==> src/rtl/pin_capt_mc.sv <==
// Multi-channel oversampled pulse capture.
// Each clock brings OVS samples per channel. Every channel walks its samples in
// index order through a two-state FSM (IDLE / HIGH) that finds rising edges,
// measures pulse width and reports the first qualifying pulse to close in the
// word. The report carries the rise sample index and a coarse timestamp.
// Ports:
//   clk300, rst       clock and synchronous active-high reset
//   en                capture enable; also gates the coarse counter
//   clr_drop          clears all sticky drop flags
//   inv[CH]           per-channel input inversion
//   pin_in[CH*OVS]    oversampled inputs, channel c at [c*OVS +: OVS], bit 0 earliest
//   str[CH]           one-cycle event strobe
//   ptime[CH*TW]      rise sample index within its word
//   tstamp[CH*CW]     coarse counter value of the word containing the rise
//   pwidth[CH*WW]     pulse width in samples, saturating
//   drop[CH]          sticky: a qualifying pulse was discarded
module pin_capt_mc #(
   parameter int unsigned CH        = 4,
   parameter int unsigned OVS       = 8,
   parameter int unsigned WW        = 8,
   parameter int unsigned CW        = 16,
   parameter int unsigned MIN_WIDTH = 2,
   localparam int unsigned TW       = $clog2(OVS)
) (
   input  logic              clk300,
   input  logic              rst,
   input  logic              en,
   input  logic              clr_drop,
   input  logic [CH-1:0]     inv,
   input  logic [CH*OVS-1:0] pin_in,
   output logic [CH-1:0]     str,
   output logic [CH*TW-1:0]  ptime,
   output logic [CH*CW-1:0]  tstamp,
   output logic [CH*WW-1:0]  pwidth,
   output logic [CH-1:0]     drop
);

   typedef enum logic {S_IDLE = 1'b0, S_HIGH = 1'b1} state_t;

   localparam logic [WW-1:0] W_MAX = {WW{1'b1}};
   localparam logic [WW-1:0] W_MIN = WW'(MIN_WIDTH);

   logic [CW-1:0] cnt_q;

   // Per-channel open-pulse context, carried across words
   state_t        st_q  [CH];
   logic [WW-1:0] wid_q [CH];
   logic [TW-1:0] opt_q [CH];
   logic [CW-1:0] ots_q [CH];
   logic [CH-1:0] last_q;

   state_t        st_d  [CH];
   logic [WW-1:0] wid_d [CH];
   logic [TW-1:0] opt_d [CH];
   logic [CW-1:0] ots_d [CH];
   logic [CH-1:0] last_d;

   logic [CH-1:0]    str_d;
   logic [CH*TW-1:0] ptime_d;
   logic [CH*CW-1:0] tstamp_d;
   logic [CH*WW-1:0] pwidth_d;
   logic [CH-1:0]    drop_set;

   // Sample-serial FSM walk over one word for every channel
   always_comb begin
      state_t        st;
      logic [WW-1:0] w;
      logic [TW-1:0] opt;
      logic [CW-1:0] ots;
      logic          prev;
      logic          s;
      logic          rep;

      str_d    = '0;
      ptime_d  = ptime;
      tstamp_d = tstamp;
      pwidth_d = pwidth;
      drop_set = '0;
      st       = S_IDLE;
      w        = '0;
      opt      = '0;
      ots      = '0;
      prev     = 1'b1;
      s        = 1'b0;
      rep      = 1'b0;

      for (int c = 0; c < CH; c++) begin
         st   = st_q[c];
         w    = wid_q[c];
         opt  = opt_q[c];
         ots  = ots_q[c];
         prev = last_q[c];
         rep  = 1'b0;
         for (int k = 0; k < OVS; k++) begin
            s = pin_in[c*OVS + k] ^ inv[c];
            if (st == S_IDLE) begin
               // Only a genuine 0->1 opens a pulse; a level already high is ignored
               if (s && !prev) begin
                  st  = S_HIGH;
                  opt = TW'(k);
                  ots = cnt_q;
                  w   = WW'(1);
               end
            end else if (s) begin
               if (w != W_MAX) w = w + WW'(1);
            end else begin
               st = S_IDLE;
               if (w >= W_MIN) begin
                  if (!rep) begin
                     rep                   = 1'b1;
                     str_d[c]              = 1'b1;
                     ptime_d[c*TW +: TW]   = opt;
                     tstamp_d[c*CW +: CW]  = ots;
                     pwidth_d[c*WW +: WW]  = w;
                  end else begin
                     drop_set[c] = 1'b1;
                  end
               end
            end
            prev = s;
         end
         st_d[c]   = st;
         wid_d[c]  = w;
         opt_d[c]  = opt;
         ots_d[c]  = ots;
         last_d[c] = prev;
      end
   end

   // State, counter and output registers
   always_ff @(posedge clk300) begin
      if (rst) begin
         cnt_q  <= '0;
         last_q <= '1;
         str    <= '0;
         ptime  <= '0;
         tstamp <= '0;
         pwidth <= '0;
         drop   <= '0;
         for (int c = 0; c < CH; c++) begin
            st_q[c]  <= S_IDLE;
            wid_q[c] <= '0;
            opt_q[c] <= '0;
            ots_q[c] <= '0;
         end
      end else begin
         // A new drop wins over a coincident clear
         drop <= (drop & ~{CH{clr_drop}}) | (en ? drop_set : '0);
         if (en) begin
            cnt_q  <= cnt_q + CW'(1);
            last_q <= last_d;
            str    <= str_d;
            ptime  <= ptime_d;
            tstamp <= tstamp_d;
            pwidth <= pwidth_d;
            for (int c = 0; c < CH; c++) begin
               st_q[c]  <= st_d[c];
               wid_q[c] <= wid_d[c];
               opt_q[c] <= opt_d[c];
               ots_q[c] <= ots_d[c];
            end
         end else begin
            // Disabled: abandon open pulses; last=1 blocks a false rise on re-enable
            last_q <= '1;
            str    <= '0;
            for (int c = 0; c < CH; c++) st_q[c] <= S_IDLE;
         end
      end
   end

endmodule

==> config.mk <==
export PLATFORM = sky130hd
export DESIGN_NAME = pin_capt_mc
export DESIGN_NICKNAME = d
export VERILOG_FILES = /design/src/rtl/pin_capt_mc.sv
export SDC_FILE = /design/constraint.sdc
export NUM_CORES = 2
export LEC_CHECK = 0
export BUFFER_PORTS_ARGS = -buffer_cell sky130_fd_sc_hd__buf_2
export CELL_PAD_IN_SITES_DETAIL_PLACEMENT = 0
export CELL_PAD_IN_SITES_GLOBAL_PLACEMENT = 1
export CORE_MARGIN = 2
export CORE_UTILIZATION = 47
export DETAILED_ROUTE_END_ITERATION = 6
export PLACE_DENSITY_LB_ADDON = 0.1
export SYNTH_ARGS = -nofsm -noshare
export SYNTH_HDL_FRONTEND = slang
export SYNTH_SLANG_ARGS = --single-unit
==> constraint.sdc <==
create_clock -name clk300 -period 15.45 [get_ports clk300]
set_input_delay 1.545 -clock clk300 [delete_from_list [all_inputs] [get_ports clk300]]
set_output_delay 1.545 -clock clk300 [all_outputs]
set_load 0.1 [all_outputs]
==> metrics.md <==
| Metric | Value |
|---|---|
| Place WS | 218 ps |
| GRT Residual Overflow | 0 |
| Most used cell, CP | ha_1 |
| Maximum vdd ir drop | 77.1 uV |
| Mux cell area share after synthesis | 10.0% |
| Adder-cell share of the synthesized area | 2.16% |
| Reg2reg path depth | 47 |
| Post-Synth XOR/XNOR Area | 1.50% |
| Worst slew margin | 22.4% |
| Detailed Routing Iterations Pass 1 | 7 |
| Top cells by area, synth | edfxtp_1, dfxtp_1, mux2i_1, nand2_1, nor2_1 |
| Final setup fails | 0 |
| R2R Path Start | wid_q[0][1]$_SDFFCE_PN0P_ |
| Syn Inst Count | 5089 |
| CP delay by family, top | simple AND/OR/NAND/NOR gates |
| Drt total wl | 138000 um |
| Global Route Usage Sum | 33.9% |
| Initial antenna violation count | 2 |
| First-pass GRT wire length | 212000 um |
| N_diodes | 0 |
| Status | complete, but fails checks |
| Die width | 278 um |
| Syn Area/Cell | 6.94 sq um |
| Post-route cell area | 0.0377 sq mm |
| Worst path slowest cell | or4_1 |
| Worst-margin pin slew | 1160 ps |
| Post-CTS Resized | 0 |
| Clock Latency Late Sink | 580 ps |
| Async SR Flop Fraction | 0% |
| Critical Path RT | 15880 ps |
| Site row count | 100 |
| # IOs | 156 |
| Final Max Tran Viols | 0 |
| Primary FF master, synth | dfxtp_1 |
| Crit path buffers/inverters | 6 |
| WL/cell | 23.1 um |
| Achievable Freq | 0.0697 GHz |
| Pleak | 14.3 nW |
| Worst hold slack | 460 ps |
| Routed Antenna Nets | 0 |
| Core area | 0.0744 sq mm |
| Hold Path Class | reg -> reg |
| EDFF count, synth | 110 |
| Area leader, netlist | edfxtp_1 |
| CTS clk-pin slew, worst paths | 60 ps |
| DP HPWL | 95100 um |
| Vias in the first global route | 35764 |
| Deepest clock path buffer count | 3 |
| Crit path DAT | 14770 ps |
| Hold Path Stages | 2 |
| TritonCTS buffer count | 35 |
| Crit Path Class | in -> reg |
| CTS tree | yes |
| Startpoint Class | primary input |
| Fin util | 50.6% |
| Syn-to-layout area delta | 6.57% |
| Min-delay src | drop[2]$_SDFF_PP0_ |
| Number of hold violations in the final report | 0 |
| Synth warn | 0 |
| Via count | 39909 |
| Initial Util | 47.5% |
| Die Ht | 278 um |
| Final Skew | 18.1 ps |
| Pwr Density | 93.8 mW/mm^2 |
| Drt drc | 3 |
| Distinct cells, synth | 134 |
| Min Tclk post-route | 14340 ps |
| Hold worst-path end | drop[2]$_SDFF_PP0_ |
| Mapped Area | 0.0353 sq mm |
| Synth top area share | 9.35% |
| Synthesized flop and latch total | 248 |
| Port bufs | 155 |
| Clock root buffer | clkbuf_16 |
| Failing checks | DRC |
| Max Cap Viol | 0 |
| # nets final | 5054 |
| Post-synthesis sequential area ratio | 17.2% |
| # hold bufs at CTS | 0 |
| Vias per Instance | 6.71 |
| Worst setup margin | 1110 ps |
| Setup bufs post-CTS | 0 |
| R2R setup slack | 2050 ps |
| RR Endpoint | tstamp[15]$_SDFFE_PP0P_ |
| Gpl congestion | 0.966 |
| # clock sinks | 248 |
| Largest net degree at the start of global routing | 76 |
| Crit-path max FO | 36 |
| Simple-gate share of the synthesized area | 28.0% |
| CP max stage delay | 650 ps |
| Placed Area | 0.0365 sq mm |
| Layout cells sized above 1 | 11.5% |
| DR iter-0 viols | 4932 |
| Compound-Gate Fraction of Synth Area | 35.1% |
| Largest family of logic cells by synthesized area | compound AO/OA/AOI/OAI gates |
| DIE AREA | 0.0774 sq mm |
| H-tree Lvls | 2 |
| Power Total | 3.53 mW |
| Crit end category | flip-flop |
| Final period utilization | 92.8% |
[cell families after synthesis]
logic type / count (synthesis)
simple gates: 2099
xor+xnor: 55
other cells: 1
flops: 248
fa+ha+maj: 61
mux: 343
compound gates: 1769
buf+inv: 513
[cells in the final DEF (no fill, tap or decap), drive strengths merged, types with 24 or more instances in the layout]
| master | instances |
|---|---|
| a211o | 24 |
| a211oi | 141 |
| a21oi | 362 |
| a222oi | 64 |
| a22o | 41 |
| a22oi | 37 |
| a31oi | 53 |
| and2 | 61 |
| and3 | 36 |
| buf | 258 |
| clkbuf | 43 |
| dfxtp | 138 |
| edfxtp | 110 |
| ha | 61 |
| inv | 86 |
| mux2 | 72 |
| mux2i | 271 |
| nand2 | 674 |
| nand2b | 49 |
| nand3 | 189 |
| nand4 | 43 |
| nor2 | 639 |
| nor2b | 25 |
| nor3 | 129 |
| nor4 | 55 |
| o211a | 26 |
| o211ai | 210 |
| o21a | 51 |
| o21ai | 387 |
| o22ai | 24 |
| o311ai | 50 |
| o31ai | 30 |
| or2 | 29 |
| or3 | 36 |
| xnor2 | 26 |
| xor2 | 29 |
[state kept, by name, summed over array words and instances (netlist names)]
signal  cells
wid_q      32
st_q        4
ots_q      64
cnt_q      16
last_q      4
tstamp     64
drop        4
str         4
pwidth     32
ptime      12
opt_q      12
[how the worst max path moves through the flow]
stage	from	to	depth (start not counted)
final	inv[0]	tstamp[15]$_SDFFE_PP0P_	47
after global routing	inv[2]	tstamp[33]$_SDFFE_PP0P_	48
after CTS	inv[2]	tstamp[44]$_SDFFE_PP0P_	47
after detailed placement	inv[2]	tstamp[44]$_SDFFE_PP0P_	45
after global placement	inv[2]	tstamp[36]$_SDFFE_PP0P_	47
after floorplan	pin_in[16]	pwidth[20]$_SDFFE_PP0P_	49
[synth_stat cells (all sizes together), types with 24 or more instances]
library cell,number
a22oi,37
o311ai,50
or2,29
o21ai,387
mux2,72
nand2b,49
o21a,51
xor2,29
nand2,674
a211o,24
a22o,41
and3,36
a31oi,53
or3,36
ha,61
and2,61
o22ai,24
a211oi,141
dfxtp,138
mux2i,271
nor3,129
nor2,639
edfxtp,110
o211a,26
nor4,55
a21oi,362
o211ai,210
inv,80
xnor2,26
clkbuf,336
a222oi,64
buf,96
o31ai,30
nand4,43
nand3,189
nor2b,25
[per-layer routing]
| layer | wire, um | track usage (%) | up-vias |
|---|---|---|---|
| li1 | - | - | 19083 |
| met1 | 61500 | 48.4 | 18786 |
| met2 | 60400 | 52.2 | 1794 |
| met3 | 10900 | 4.35 | 246 |
| met4 | 4740 | 11.7 | 0 |
| met5 | 0 | 0 | - |
[worst min-delay path, stage by stage (launching register included)]
cell	delay, ps
dfxtp_1	310
nand2_1	50
o31ai_1	50
[power by group]
group	switching (mW)	leakage [nW]	internal, mW
sequential	0.0864	2.34	0.754
combinational	1.28	11.5	0.546
clock	0.375	0.546	0.486
[stage by stage]
stage                     setup TNS (ps)  cells
after floorplan                        0   5090
after global placement                 0   5885
after detailed placement               0   5885
after CTS                              0   5947
after global routing               -5.82   5947
final                                  0   5947
[final cells by class]
type | count | area, sq um
Clock buffer | 42 | 965
Clock inverter | 20 | 195
Fill cell | 7597 | 36800
Inverter | 80 | 305
Multi-Input combinational cell | 4329 | 27400
Sequential cell | 248 | 6070
Tap cell | 969 | 1210
Timing Repair Buffer | 259 | 1560
(Power assumes the default switching activity.)
